File: src/rtl/pe_pkg.sv
// Shared types and constants for the systolic PE array feeders.
package pe_pkg;

  localparam int unsigned DW_DEF = 16;

  localparam logic [15:0] STALL_MAX = 16'hFFFF;

  typedef enum logic [2:0] {
    StIdle,
    StStart,
    StSkew,
    StStream,
    StDone
  } feeder_state_t;

endpackage

File: src/rtl/pe_feed_buf.sv
// Operand row buffer: DEPTH x DW register file, one write port, one asynchronous read port.
module pe_feed_buf
  import pe_pkg::*;
#(
  parameter int unsigned DW    = DW_DEF,
  parameter int unsigned DEPTH = 16,
  parameter int unsigned AW    = 4
) (
  input  logic                 clk,
  input  logic                 wr_en,
  input  logic [AW-1:0]        wr_addr,
  input  logic signed [DW-1:0] wr_data,
  input  logic [AW-1:0]        rd_addr,
  output logic signed [DW-1:0] rd_data
);

  // Contents survive reset so a row can be replayed after an abort.
  logic signed [DW-1:0] mem_q [DEPTH];

  always_ff @(posedge clk) begin
    if (wr_en) begin
      mem_q[wr_addr] <= wr_data;
    end
  end

  assign rd_data = mem_q[rd_addr];

endmodule

File: src/rtl/pe_row_feeder.sv
// Streams one buffered operand row into a PE operand FIFO after a start pulse and skew delay.
// Define FEEDER_STALL_CNT_EN to build the saturating backpressure stall counter.
module pe_row_feeder
  import pe_pkg::*;
#(
  parameter int unsigned DW    = DW_DEF,
  parameter int unsigned DEPTH = 16,
  parameter int unsigned AW    = 4,
  parameter int unsigned SW    = 4
) (
  input  logic                 clk,
  input  logic                 rst_n,
  input  logic                 wr_en,
  input  logic [AW-1:0]        wr_addr,
  input  logic signed [DW-1:0] wr_data,
  input  logic [7:0]           len,
  input  logic [SW-1:0]        skew,
  input  logic                 go,
  input  logic                 aff,
  output logic                 start,
  output logic signed [DW-1:0] d_out,
  output logic                 we,
  output logic                 busy,
  output logic                 done,
  output logic                 wr_err,
  output logic [15:0]          stall_cnt
);

  feeder_state_t        state_q, state_d;
  logic [AW-1:0]        rd_ptr_q, rd_ptr_d;
  logic [AW:0]          eff_len_q, eff_len_d;
  logic [SW-1:0]        skew_cnt_q, skew_cnt_d;
  logic                 wr_err_q;
  logic signed [DW-1:0] d_hold_q;
  logic signed [DW-1:0] rd_data;
  logic                 go_acc;
  logic                 buf_we;

  assign busy   = (state_q != StIdle);
  assign wr_err = wr_err_q;
  assign buf_we = wr_en && !busy;

  pe_feed_buf #(
    .DW    (DW),
    .DEPTH (DEPTH),
    .AW    (AW)
  ) u_buf (
    .clk     (clk),
    .wr_en   (buf_we),
    .wr_addr (wr_addr),
    .wr_data (wr_data),
    .rd_addr (rd_ptr_q),
    .rd_data (rd_data)
  );

  always_comb begin
    state_d    = state_q;
    rd_ptr_d   = rd_ptr_q;
    eff_len_d  = eff_len_q;
    skew_cnt_d = skew_cnt_q;
    start      = 1'b0;
    we         = 1'b0;
    done       = 1'b0;
    go_acc     = 1'b0;
    d_out      = d_hold_q;
    unique case (state_q)
      StIdle: begin
        if (go && (len != 8'd0)) begin
          go_acc     = 1'b1;
          state_d    = StStart;
          eff_len_d  = (32'(len) > DEPTH) ? (AW+1)'(DEPTH) : len[AW:0];
          skew_cnt_d = skew;
          rd_ptr_d   = '0;
        end
      end
      StStart: begin
        start   = 1'b1;
        state_d = (skew_cnt_q != '0) ? StSkew : StStream;
      end
      StSkew: begin
        if (skew_cnt_q == SW'(1)) begin
          state_d = StStream;
        end else begin
          skew_cnt_d = skew_cnt_q - SW'(1);
        end
      end
      StStream: begin
        d_out = rd_data;
        we    = !aff;
        if (we) begin
          // Last word leaves rd_ptr in place so it never wraps within a stream.
          if ({1'b0, rd_ptr_q} == (eff_len_q - (AW+1)'(1))) begin
            state_d = StDone;
          end else begin
            rd_ptr_d = rd_ptr_q + AW'(1);
          end
        end
      end
      StDone: begin
        done    = 1'b1;
        state_d = StIdle;
      end
      default: state_d = StIdle;
    endcase
  end

  always_ff @(posedge clk) begin
    if (!rst_n) begin
      state_q    <= StIdle;
      rd_ptr_q   <= '0;
      eff_len_q  <= '0;
      skew_cnt_q <= '0;
      wr_err_q   <= 1'b0;
      d_hold_q   <= '0;
    end else begin
      state_q    <= state_d;
      rd_ptr_q   <= rd_ptr_d;
      eff_len_q  <= eff_len_d;
      skew_cnt_q <= skew_cnt_d;
      if (go_acc) begin
        wr_err_q <= 1'b0;
      end else if (wr_en && busy) begin
        wr_err_q <= 1'b1;
      end
      if (state_q == StStream) begin
        d_hold_q <= rd_data;
      end
    end
  end

`ifdef FEEDER_STALL_CNT_EN
  logic [15:0] stall_q;

  always_ff @(posedge clk) begin
    if (!rst_n) begin
      stall_q <= '0;
    end else if (go_acc) begin
      stall_q <= '0;
    end else if ((state_q == StStream) && aff && (stall_q != STALL_MAX)) begin
      stall_q <= stall_q + 16'd1;
    end
  end

  assign stall_cnt = stall_q;
`else
  assign stall_cnt = 16'd0;
`endif

endmodule

File: config.mk
export PLATFORM = sky130hd
export DESIGN_NAME = pe_row_feeder
export DESIGN_NICKNAME = d
export VERILOG_FILES = /design/src/rtl/pe_pkg.sv /design/src/rtl/pe_feed_buf.sv /design/src/rtl/pe_row_feeder.sv
export SDC_FILE = /design/constraint.sdc
export NUM_CORES = 1
export LEC_CHECK = 0
export ABC_AREA = 0
export ABC_CLOCK_PERIOD_IN_PS = 6250
export BUFFER_PORTS_ARGS = -buffer_cell sky130_fd_sc_hd__buf_2
export CORE_ASPECT_RATIO = 1.4
export CORE_MARGIN = 2
export CORE_UTILIZATION = 35
export DETAILED_ROUTE_END_ITERATION = 8
export PLACE_DENSITY = 0.53
export RECOVER_POWER = 25
export SLEW_MARGIN = 20
export SYNTH_ARGS = -nofsm -noshare
export SYNTH_HDL_FRONTEND = slang
export SYNTH_SLANG_ARGS = --single-unit
File: constraint.sdc
create_clock -name clk -period 6.25 [get_ports clk]
set_input_delay 0.9375 -clock clk [delete_from_list [all_inputs] [get_ports clk]]
set_output_delay 0.9375 -clock clk [all_outputs]
set_load 0.03 [all_outputs]
Word level (Yosys, flattened, before mapping). Memory sizes are Yosys's and may differ from the RTL's. A register that Yosys moved wholly into a read port is not among the register bits. Index checks and enable logic that the tools add are counted.

Bits in registers: 33. Bits in writable memories: 256. Bits of input ports: 37. Output and inout port bits: 37. Memories kept: 1.

Add/subtract/negate cells: 3. Magnitude comparators: 1. Equality and inequality tests: 12. Muxes and demuxes: 24. Bitwise operators: 1. Reduce and logical (&&, ||, !) cells: 16.

Memories: u_buf.mem_q (words 16, width 16, rd ports 1, clocked after memory_dff 1, wr ports 1, RTL line pe_feed_buf.sv:18) `logic signed [DW-1:0] mem_q [DEPTH];`.

Operators with widths (count): two-way mux 4 bit (7); two-way mux 16 bit (1); case mux 4 bit (2 select lines) (2); two-way mux 3 bit (4); != test 2 bit, second input constant (6); case mux 3 bit (4 select lines) (1); greater-than comparator 8 x 5 -> 1 bit, second input constant (1); two-way mux 1 bit (8); AND reduction 4 bit (2); nonzero test 8 bit (1); == test 3 x 2 -> 1 bit, second input constant (2); == test 4 x 5 -> 1 bit (1); two-way mux 5 bit (1); subtractor 5 x 1 -> 5 bit, second input constant (1); adder 4 x 1 -> 4 bit, second input constant (1); == test 4 x 1 -> 1 bit, second input constant (1); nonzero test 2 bit (2); nonzero test 4 bit (1); subtractor 4 x 1 -> 4 bit, second input constant (1); == test 3 x 1 -> 1 bit, second input constant (1); == test 3 bit, second input constant (1); logical AND 1 bit (3); logical NOT 3 bit (1); AND reduction 3 bit (1); other kinds (5) (6).

Longest topological paths before layout.
Depth in word-level cells: 7. Gate-level depth with buffers: 9. Gate-level depth less buffers: 7.

Cells and area by module. A second synthesis with hierarchy kept.

Cell total of the unflattened synthesis: 610. Area, all modules: 11501.0 µm².

By module, submodules not included: pe_feed_buf (instances 1, cells each 416, area an instance 9723.1 µm², seq. area each 7687.4 µm²); pe_row_feeder (instances 1, cells each 194, area an instance 1778.0 µm², seq. area each 660.6 µm²).

Worst setup path before layout. Ideal clock, no wire load.

Kind: register -> register. From: register state_q[0]. To: memory u_buf.mem_q[0][0] (netlist bit), enable pin. Library setup time: 0.409 ns. Arrival time: 2.676 ns. Required time: 5.841 ns. Path slack: 3.164 ns. Stages on the path, launching flop included: 6. Path buffers: 1. Clock period less this slack: 3.086 ns. Cell sequence: dfxtp_1 buf_2 nor3_4 inv_1 or4b_1 nor3_1.

Longest elaborated chain between the ends: 5.

RTL lines: start: declaration (RTL line pe_row_feeder.sv:29) `feeder_state_t state_q, state_d;`; start signal: assignment (RTL line pe_row_feeder.sv:109) `state_q <= StIdle;`; start signal: assignment (RTL line pe_row_feeder.sv:116) `state_q <= state_d;`; nonzero test 3 bit (RTL line pe_row_feeder.sv:39) `assign busy = (state_q != StIdle);`; named net busy (RTL line pe_row_feeder.sv:23) `output logic busy,`; logical NOT 1 bit (RTL line pe_row_feeder.sv:41) `assign buf_we = wr_en && !busy;`; logical AND 1 bit (RTL line pe_row_feeder.sv:41); two-way mux 1 bit (RTL line pe_feed_buf.sv:21) `if (wr_en) begin`; two-way mux 1 bit (not written as such) (RTL line pe_feed_buf.sv:22) `mem_q[wr_addr] <= wr_data;`; end: declaration (RTL line pe_feed_buf.sv:18).

The timed path passes the listed nets, and every way through them passes these cells.

==> results.sh <==
export IMPL_drv_slew=0
export IMPL_initial_core_util_pct=35.7
export IMPL_syn_area_per_cell_um2=17.1
export IMPL_cap_violations=0
export IMPL_hold_end="skew_cnt_q[3]"
export IMPL_rsz0062_at_grt="false"
export IMPL_ctsResizeCount=0
export IMPL_critPathMaxFanout=54
export IMPL_min_from="skew_cnt_q[3]"
export IMPL_antenna_left=0
export IMPL_timing_fmax_mhz=240
export IMPL_ios=74
export IMPL_power_w=0.00442
export IMPL_drt_iter0_drc=427
export IMPL_power_density_nw_per_um2=323
export IMPL_row_count=79
export IMPL_ys_seq_elements=293
export IMPL_p_int_w=0.00341
export IMPL_drc=0
export IMPL_swShare_pct=23.0
export IMPL_path_clk_slew_ns=0.06
export IMPL_power_switching_w=0.00102
export IMPL_nNetsFinal=816
export IMPL_worstPathArrival_ns=3.23
export IMPL_worstReg2RegStart="state_q[2]"
export IMPL_min_period_ns=4.17
export IMPL_power_frac_comb_pct=8.7
export IMPL_drive_gt1_share_pct=20.7
export IMPL_clock_sinks=293
export IMPL_grt_use_total_pct=15.2
export IMPL_die_w_um=160
export IMPL_clkLatencyLatePin_ns=0.56
export IMPL_antenna_found_initial=0
export IMPL_post_cts_setup_buffers=0
export IMPL_synth_edf_count=256
export IMPL_synth_async_reset_ratio_pct=0
export IMPL_insertedDiodeCount=0
export IMPL_clock_path_buffers=3
export IMPL_setup_viol=0
export IMPL_tns_ns=0
export IMPL_yosysWarnings=0
export IMPL_worstMarginPinSlew_ns=0.865
export IMPL_grt_pass1_wl_mm=40.1
export IMPL_ir_worst_vdd_v=0.000195
export IMPL_drt_pass1_iter_count=7
export IMPL_cts_tree="built"
export IMPL_sequentialPowerShare_pct=50.1
export IMPL_vias_per_cell=5.13
export IMPL_grt_pass1_vias=6506
export IMPL_gr_total_overflow=0
export IMPL_ctsHoldBuffers=0
export IMPL_synth_cell_types=51
export IMPL_seq_area_frac_synth_pct=71.0
export IMPL_hold_path_class="reg2reg"
export IMPL_area_growth_pct=15.4
export IMPL_relSlewSlack_pct=42.3
export IMPL_place_congestion=0.741
export IMPL_die_h_um=222
export IMPL_critPathLaunchType="register"
export IMPL_fin_skew_ns=0.0140
export IMPL_finalHoldViolations=0
export IMPL_core_area_um2=33300
export IMPL_yosys_most_used_dff="edfxtp_1"
export IMPL_h_tree_depth=1
export IMPL_wl_per_cell_um=21.6
export IMPL_pwr_share_clk_pct=41.2
export IMPL_synth_area_um2=11900
export IMPL_io_buffers=57
export IMPL_num_vias=6379
export IMPL_crit_type="reg2out"
export IMPL_reg2reg_depth=5
export IMPL_grt_max_degree=55
export IMPL_cts_buffers=31
export IMPL_wl_mm=26.9
export IMPL_finalCritPeriodShare_pct=66.8
export IMPL_hold_depth=2
export IMPL_dp_hpwl_mm=16.4
export IMPL_status="complete, no violations"
export IMPL_cp_end_kind="output port"
export IMPL_reg2reg_setup_slack_ns=3.49
export IMPL_root_buffer="clkbuf_16"
export IMPL_syn_inst=696
export IMPL_cp_data_required_time_ns=5.31
export IMPL_die_area_um2=35400
export IMPL_r2r_end="u_buf.mem_q[12][8]"
export IMPL_power_leakage_nw=4.45
==> power by group through the flow <==
stage	Clock (W)	Combinational [W]	Sequential, W
3_3_place_gp	0	0.000386	0.00225
3_5_place_dp	0	0.000390	0.00226
2_1_floorplan	0	0.000288	0.00223
6_report	0.00182	0.000384	0.00221
4_1_cts	0.00187	0.000391	0.00221
5_1_grt	0.00194	0.000421	0.00222
==> state kept, by name (all words and copies together) (netlist names), named ones only <==
name         count
d_hold_q        16
eff_len_q        5
rd_ptr_q         4
skew_cnt_q       4
state_q          3
u_buf.mem_q    256
wr_err           1
==> worst max-delay path: stages (launching register included) <==
cell and delay [ns]:
dfxtp_4 0.90, buf_12 0.44, mux4_1 0.62, mux2_2 0.30, nand2_1 0.08, nand2_1 0.10
buf_2 0.19
==> area by class of cell <==
type,instances,area [µm²]
clock inverters,12,143
inverters,8,30.0
multi-input cells,359,3190
well taps,445,557
repair buffers,81,464
clock buffers,46,882
fillers,3020,19600
flip-flops and latches,293,8430
==> cell families (layout without fill, tap and decap cells) <==
kind of cell / count (synthesis) / after routing / synth area share, %
AOI/OAI and AO/OA: 81 / 81 / 5.18
xor gates and xnor gates: 5 / 5 / 0.495
adders and majority gates: 5 / 5 / 0.527
buffers and inverters: 59 / 147 / 3.03
DFF: 293 / 293 / 71.0
muxes: 112 / 112 / 13.7
other: 1 / 16 / 0.0316
and+or+nand+nor: 140 / 140 / 6.03
==> cell usage after synthesis (all sizes together) (11+ instances only) <==
master / instances / area share, %
edfxtp: 256 / 65
mux2i: 64 / 5.4
nand2: 52 / 1.6
buf: 40 / 2.4
dfxtp: 37 / 6.2
a22oi: 32 / 2.0
mux4: 32 / 6.8
and2: 25 / 1.3
nor2: 23 / 0.73
a32oi: 16 / 1.2
mux2: 16 / 1.5
clkbuf: 11 / 0.36
==> worst max-delay path by stage <==
| stage | start | endpoint | cells past startpoint |
|---|---|---|---|
| final | register | d_out[10] | 6 |
| after global placement | register | d_out[11] | 6 |
| after detailed placement | register | d_out[11] | 6 |
| after CTS | register | d_out[11] | 6 |
| after floorplan | state_q[0] | u_buf.mem_q[0][0] | 5 |
| after global routing | register | d_out[10] | 6 |
==> placed cells by master (no fill, tap or decap), drive strengths merged, types with 5 or more instances in the layout <==
cell type and n:
a21oi 9, a22oi 32, a32oi 16, and2 25, buf 70, clkbuf 57, clkinv 6, conb 16
dfxtp 37, edfxtp 256, ha 5, inv 9, mux2 16, mux2i 64, mux4 32, nand2 52
nor2 23, nor3 9, o21ai 7, o32ai 5
==> metal layers <==
| metal | vias to the layer above | GRT usage (%) | share of wire (%) |
|---|---|---|---|
| li1 | 2895 | - | - |
| met1 | 3261 | 20.0 | 43 |
| met2 | 181 | 25.7 | 49 |
| met3 | 42 | 2.81 | 5.3 |
| met4 | 0 | 4.28 | 2.2 |
| met5 | - | 0 | 0 |
==> per-stage QoR <==
step           util [%]  setup WS (ns)  cell area, µm²  hold WS [ns]  std cells
2_1_floorplan         -           3.16           11900         0.468        711
3_3_place_gp       38.1           2.61           12700         0.479       1186
3_5_place_dp       38.1           2.61           12700         0.479       1186
4_1_cts            41.2           2.00           13700         0.502       1244
5_1_grt            41.1           1.94           13700         0.530       1244
6_report           41.1           2.08           13700         0.506       1244
(Power assumes the default switching activity.)
